===== src/rtl/pulse_sequencer.sv =====
// RF pulse-sequence generator: dead time, RF pulses, free evolution and a readout gate,
// repeated for a latched number of shots. Covers the Rabi, Ramsey and Hahn-echo sequences.
module pulse_sequencer #(
  parameter int unsigned CNT_W = 32,
  parameter int unsigned REP_W = 16
) (
  input  logic             clk,
  input  logic             rst,
  input  logic             trig,
  input  logic             abort,
  input  logic [1:0]       mode,
  input  logic [CNT_W-1:0] dead_cnt,
  input  logic [CNT_W-1:0] pi2_cnt,
  input  logic [CNT_W-1:0] tau_cnt,
  input  logic [CNT_W-1:0] read_cnt,
  input  logic [REP_W-1:0] n_shots,
  output logic             rf,
  output logic             readout,
  output logic             busy,
  output logic             done,
  output logic [REP_W-1:0] shot_idx
);

  localparam int unsigned LEN_W = CNT_W + 1;

  typedef enum logic [2:0] {
    S_IDLE, S_DEAD, S_P1, S_T1, S_PI, S_T2, S_P2, S_READ
  } state_t;

  typedef enum logic [1:0] {
    M_RABI, M_RAMSEY, M_ECHO, M_RSVD
  } mode_t;

  state_t             state_q, state_d;
  state_t             nxt;
  mode_t              mode_q, mode_d;
  logic [LEN_W-1:0]   cnt_q, cnt_d;
  logic [LEN_W-1:0]   nxt_len;
  logic [CNT_W-1:0]   dead_q, dead_d;
  logic [CNT_W-1:0]   pi2_q, pi2_d;
  logic [CNT_W-1:0]   tau_q, tau_d;
  logic [CNT_W-1:0]   read_q, read_d;
  logic [REP_W-1:0]   shots_q, shots_d;
  logic [REP_W-1:0]   shot_idx_q, shot_idx_d;
  logic               trig_q, trig_d;
  logic               rf_q, rf_d;
  logic               readout_q, readout_d;
  logic               busy_q, busy_d;
  logic               done_q, done_d;
  logic               start;
  logic               last_shot;
  logic               has_tau;

  // Phase counter holds (length - 1); a zero length still occupies one cycle.
  function automatic logic [LEN_W-1:0] load_val(input logic [LEN_W-1:0] len);
    return (len == '0) ? '0 : len - LEN_W'(1);
  endfunction

  assign start     = trig && !trig_q && (state_q == S_IDLE) && !abort;
  // One extra bit keeps shot_idx+1 exact; n_shots = 0 compares as a single shot.
  assign last_shot = ({1'b0, shot_idx_q} + (REP_W+1)'(1)) >= {1'b0, shots_q};
  assign has_tau   = (mode_q == M_RAMSEY) || (mode_q == M_ECHO);

  always_comb begin
    nxt = S_IDLE;
    case (state_q)
      S_DEAD:  nxt = S_P1;
      S_P1:    nxt = has_tau ? S_T1 : S_READ;
      S_T1:    nxt = (mode_q == M_ECHO) ? S_PI : S_P2;
      S_PI:    nxt = S_T2;
      S_T2:    nxt = S_P2;
      S_P2:    nxt = S_READ;
      S_READ:  nxt = last_shot ? S_IDLE : S_DEAD;
      default: nxt = S_IDLE;
    endcase
  end

  always_comb begin
    nxt_len = '0;
    case (nxt)
      S_DEAD:       nxt_len = {1'b0, dead_q};
      S_P1, S_P2:   nxt_len = {1'b0, pi2_q};
      S_T1, S_T2:   nxt_len = {1'b0, tau_q};
      S_PI:         nxt_len = {pi2_q, 1'b0};
      S_READ:       nxt_len = {1'b0, read_q};
      default:      nxt_len = '0;
    endcase
  end

  always_comb begin
    state_d    = state_q;
    cnt_d      = cnt_q;
    mode_d     = mode_q;
    dead_d     = dead_q;
    pi2_d      = pi2_q;
    tau_d      = tau_q;
    read_d     = read_q;
    shots_d    = shots_q;
    shot_idx_d = shot_idx_q;
    trig_d     = trig;
    done_d     = 1'b0;

    if (state_q == S_IDLE) begin
      if (start) begin
        mode_d     = mode_t'(mode);
        dead_d     = dead_cnt;
        pi2_d      = pi2_cnt;
        tau_d      = tau_cnt;
        read_d     = read_cnt;
        shots_d    = n_shots;
        shot_idx_d = '0;
        state_d    = S_DEAD;
        cnt_d      = load_val({1'b0, dead_cnt});
      end
    end else if (abort) begin
      state_d = S_IDLE;
      cnt_d   = '0;
    end else if (cnt_q != '0) begin
      cnt_d = cnt_q - LEN_W'(1);
    end else begin
      state_d = nxt;
      cnt_d   = load_val(nxt_len);
      if (state_q == S_READ) begin
        if (last_shot) begin
          done_d = 1'b1;
        end else begin
          shot_idx_d = shot_idx_q + REP_W'(1);
        end
      end
    end

    rf_d      = (state_d == S_P1) || (state_d == S_PI) || (state_d == S_P2);
    readout_d = (state_d == S_READ);
    busy_d    = (state_d != S_IDLE);
  end

  always_ff @(posedge clk) begin
    if (rst) begin
      state_q    <= S_IDLE;
      cnt_q      <= '0;
      mode_q     <= M_RABI;
      dead_q     <= '0;
      pi2_q      <= '0;
      tau_q      <= '0;
      read_q     <= '0;
      shots_q    <= '0;
      shot_idx_q <= '0;
      trig_q     <= 1'b0;
      rf_q       <= 1'b0;
      readout_q  <= 1'b0;
      busy_q     <= 1'b0;
      done_q     <= 1'b0;
    end else begin
      state_q    <= state_d;
      cnt_q      <= cnt_d;
      mode_q     <= mode_d;
      dead_q     <= dead_d;
      pi2_q      <= pi2_d;
      tau_q      <= tau_d;
      read_q     <= read_d;
      shots_q    <= shots_d;
      shot_idx_q <= shot_idx_d;
      trig_q     <= trig_d;
      rf_q       <= rf_d;
      readout_q  <= readout_d;
      busy_q     <= busy_d;
      done_q     <= done_d;
    end
  end

  assign rf       = rf_q;
  assign readout  = readout_q;
  assign busy     = busy_q;
  assign done     = done_q;
  assign shot_idx = shot_idx_q;

endmodule


===== config.mk =====
export PLATFORM = sky130hd
export DESIGN_NAME = pulse_sequencer
export DESIGN_NICKNAME = d
export VERILOG_FILES = /design/src/rtl/pulse_sequencer.sv
export SDC_FILE = /design/constraint.sdc
export NUM_CORES = 1
export LEC_CHECK = 0
export CAP_MARGIN = 20
export CORE_ASPECT_RATIO = 0.75
export CORE_MARGIN = 2
export CORE_UTILIZATION = 55
export CTS_BUF_LIST = sky130_fd_sc_hd__clkbuf_8
export DETAILED_ROUTE_END_ITERATION = 10
export PLACE_DENSITY_LB_ADDON = 0.05
export SLEW_MARGIN = 20
export SYNTH_ARGS = -nofsm -noshare
export SYNTH_HDL_FRONTEND = slang
export SYNTH_SLANG_ARGS = --single-unit

===== constraint.sdc =====
create_clock -name clk -period 16 [get_ports clk]
set_input_delay 3.2 -clock clk [delete_from_list [all_inputs] [get_ports clk]]
set_output_delay 3.2 -clock clk [all_outputs]
set_load 0.02 [all_outputs]

==> flow_summary.yaml <==
routing:
  wl_per_cell_um: 18.7
  drt-initial-drc-count: 1264
  drc_errors: 0
  vias: 12211
  vias_per_cell: 6.06
  routed_wl_mm: 37.7
  postRouteAntennaNets: 0
  drtPass1Iterations: 5
critical_path:
  crit_path_max_fanout: 19
  r2r-end: "cnt_q[25]"
  crit_required_ps: 16370
  r2r_setup_slack_ps: 9550
  regToRegStartpoint: "shot_idx[0]"
  arrival_ps: 6880
  slowest_delay_ps: 690
  r2r.worst_path.cells: 20
  critPathMostFrequentCell: "a21oi_1"
  path_cells: "clkdlybuf4s50_1 -> nor4_1 -> nand4b_1 -> nand4bb_1 -> o21ai_1 -> buf_4 -> a21oi_1 -> or3_1 -> a21oi_1 -> nor3_1"
  critical_path.startpoint_type: "input port"
  slowest_stage: "nor4_1"
  worstSetupPathType: "input port to register"
  crit_start: "dead_cnt[2]"
  endpoint_kind: "register"
hold_path:
  hold_path_depth: 2
  hold_start: "tau_q[24]"
  holdCritPathClass: "register to register"
  hold_path_end: "tau_q[24]"
clock_tree:
  htreeDepth: 2
  cts-hold-fix-buffers: 0
  cts_buffer_depth: 3
  cts_buffers: 35
  cts_setup_buffers: 0
  cts-root-buf: "clkbuf_8"
  clk_pin_slew_ps: 60
  cts.sinks: 203
  cts_tree: "built"
  cts_resized: 0
  worstSkewPairLatency_ps: 530
power_and_ir_drop:
  power_density_nw_per_um2: 86.4
  leakagePower_nw: 5.11
  ir_drop_v: 0.0000527
logic_synthesis:
  synthMuxAreaShare: 0.00622
  synth_top_area_share: 0.348
  synth_compound_area_frac: 0.241
  synth_area_leader_cell: "dfxtp_1"
  ys_seq_area_frac: 0.348
  synth_xor_area_frac: 0.0578
  ys_top_cells_by_area: "dfxtp_1 (35%), nand2_1 (12%), a21oi_1 (9.7%)"
  synth_nets: 1757
  synth_area_um2: 11700
  synth_top_family_by_area: "simple AND/OR/NAND/NOR gates"
  yosys_warnings: 0
  synth_fa_ha_area_frac: 0.0225
  syn-instance-count: 1586
  syn_area_per_cell_um2: 7.35
  async_reset_ff_frac: 0
  ys.flop_type: "dfxtp_1"
  ys_ff_latch: 203
  synth_edf_count: 0
  yosys.area_share.simple: 0.277
  yosysUniqueCellTypes: 85
floorplan:
  core_um2: 21000
  die_h_um: 130
  start_util: 0.557
  io_pins: 170
  fp.dieW_um: 172
  placementRows: 46
  die_area_um2: 22400
sta:
  worst_slack_ps: 9500
  timing.final.crit_share: 0.407
  setup_viol: 0
  max_freq_ghz: 0.154
  period_needed_ps: 6500
  worst_slew_pin_slew_ps: 1100
  finalMaxSlewViolations: 0
  hold_violations: 0
  slew-limit-headroom: 0.265
  rsz0062_at_grt: "no"
  fin_skew_ps: 10.1
  setup_tns_ps: 0
grt:
  overflow: 0
  grt_pass1_vias: 11225
  antenna_found_initial: 0
  grt_max_degree: 106
  grt_use_total: 0.333
  grt_pass1_wl_mm: 59.1
outcome:
  status: "completed"
flow_run:
  maxCapViolCount: 0
layout:
  n_antenna_cell: 0
  layout_common_cells: "nand2_1 (368), a21oi_1 (225), dfxtp_1 (203)"
  layout_commonest_cell: "nand2_1"
  nNetsFinal: 1876
  syn2layout_area_growth_pct: 20.9
  drive_above_1_share: 0.0538
place:
  io_buffers: 169
  post-place-ws_ps: 9100
  dp_hpwl_mm: 26.6
  place_congestion: 0.932
-- state kept, by name (all words and copies together) (netlist names), 3 cells and up --
register / flops
cnt_q: 33
read_q: 32
state_q: 3
dead_q: 32
shots_q: 16
shot_idx: 16
tau_q: 32
pi2_q: 32
-- cell usage after synthesis, types with 3 or more instances --
master and count:
nand4_1 11, buf_1 6, buf_2 10, mux2i_1 5
buf_6 3, o211ai_1 13, and2_1 9, nand3b_1 6
nand2_1 368, a32o_1 12, nand3_1 35, nor3_1 47
a311oi_1 4, nor2b_1 5, o32ai_1 5, a21boi_0 3
clkbuf_1 81, a211oi_1 13, nor4_1 26, ha_1 21
o41ai_1 4, o21ai_0 50, o31a_1 3, a31oi_1 8
o2111ai_1 6, a21oi_1 225, a221oi_1 12, o21ai_1 3
or4_1 12, o311ai_0 3, nor2_1 108, o22ai_1 8
a22oi_1 7, a221o_1 22, xor2_1 31, or2_2 6
o221ai_1 5, xnor2_1 46, and3_1 25, nand2b_1 6
inv_1 32, dfxtp_1 203, or3_1 16, a222oi_1 7
-- logic make-up after synthesis --
group / after synthesis
simple gates: 702
mux: 7
compound gates: 441
flops: 203
fa+ha+maj: 21
buf+inv: 135
xor+xnor: 77
-- how the worst max path moves through the flow --
stage | to | slack, ps | cells after the start
after floorplan | cnt_q[19] | 10380 | 9
after global placement | cnt_q[5] | 9150 | 10
after detailed placement | cnt_q[5] | 9100 | 10
after CTS | cnt_q[5] | 9640 | 10
after global routing | cnt_q[25] | 8950 | 20
final | cnt_q[5] | 9500 | 10
-- per-layer routing --
| metal | track usage | wire, um |
|---|---|---|
| met1 | 0.454 | 16300 |
| met2 | 0.541 | 17300 |
| met3 | 0.0540 | 3140 |
| met4 | 0.108 | 1010 |
| met5 | 0 | 0 |
-- report_power, final --
group	internal (W)	switching, W	leakage, nW
Clock	0.000247	0.000219	0.380
Sequential	0.000529	0.0000209	1.65
Combinational	0.0000870	0.000116	3.07
Total	0.000863	0.000356	5.11
-- stage by stage --
stage / total power [W] / cell area, um2 / utilization / hold WS (ps) / instances
global placement: 0.000756 / 13400 / 0.641 / 440 / 1956
floorplan: 0.000676 / 11700 / - / 432 / 1586
finish: 0.00122 / 14100 / 0.673 / 451 / 2016
global route: 0.00127 / 14100 / 0.673 / 467 / 2016
CTS: 0.00122 / 14100 / 0.673 / 452 / 2016
detailed placement: 0.000758 / 13400 / 0.641 / 443 / 1956
-- layout make-up --
| type | instances | area [um2] |
|---|---|---|
| clock buffers | 44 | 606 |
| multi-input cells | 1248 | 7070 |
| clock inverters | 16 | 76.3 |
| repair buffers | 184 | 1810 |
| fillers | 1898 | 6850 |
| flip-flops and latches | 203 | 4060 |
| well taps | 288 | 360 |
| inverters | 33 | 124 |
-- worst max-delay path, delay by kind of cell --
family | cells | cell delay (ps)
and+or+nand+nor | 5 | 1970
AOI/OAI and AO/OA | 3 | 780
buffers and inverters | 2 | 890
Power figures use the tool's default switching activity.
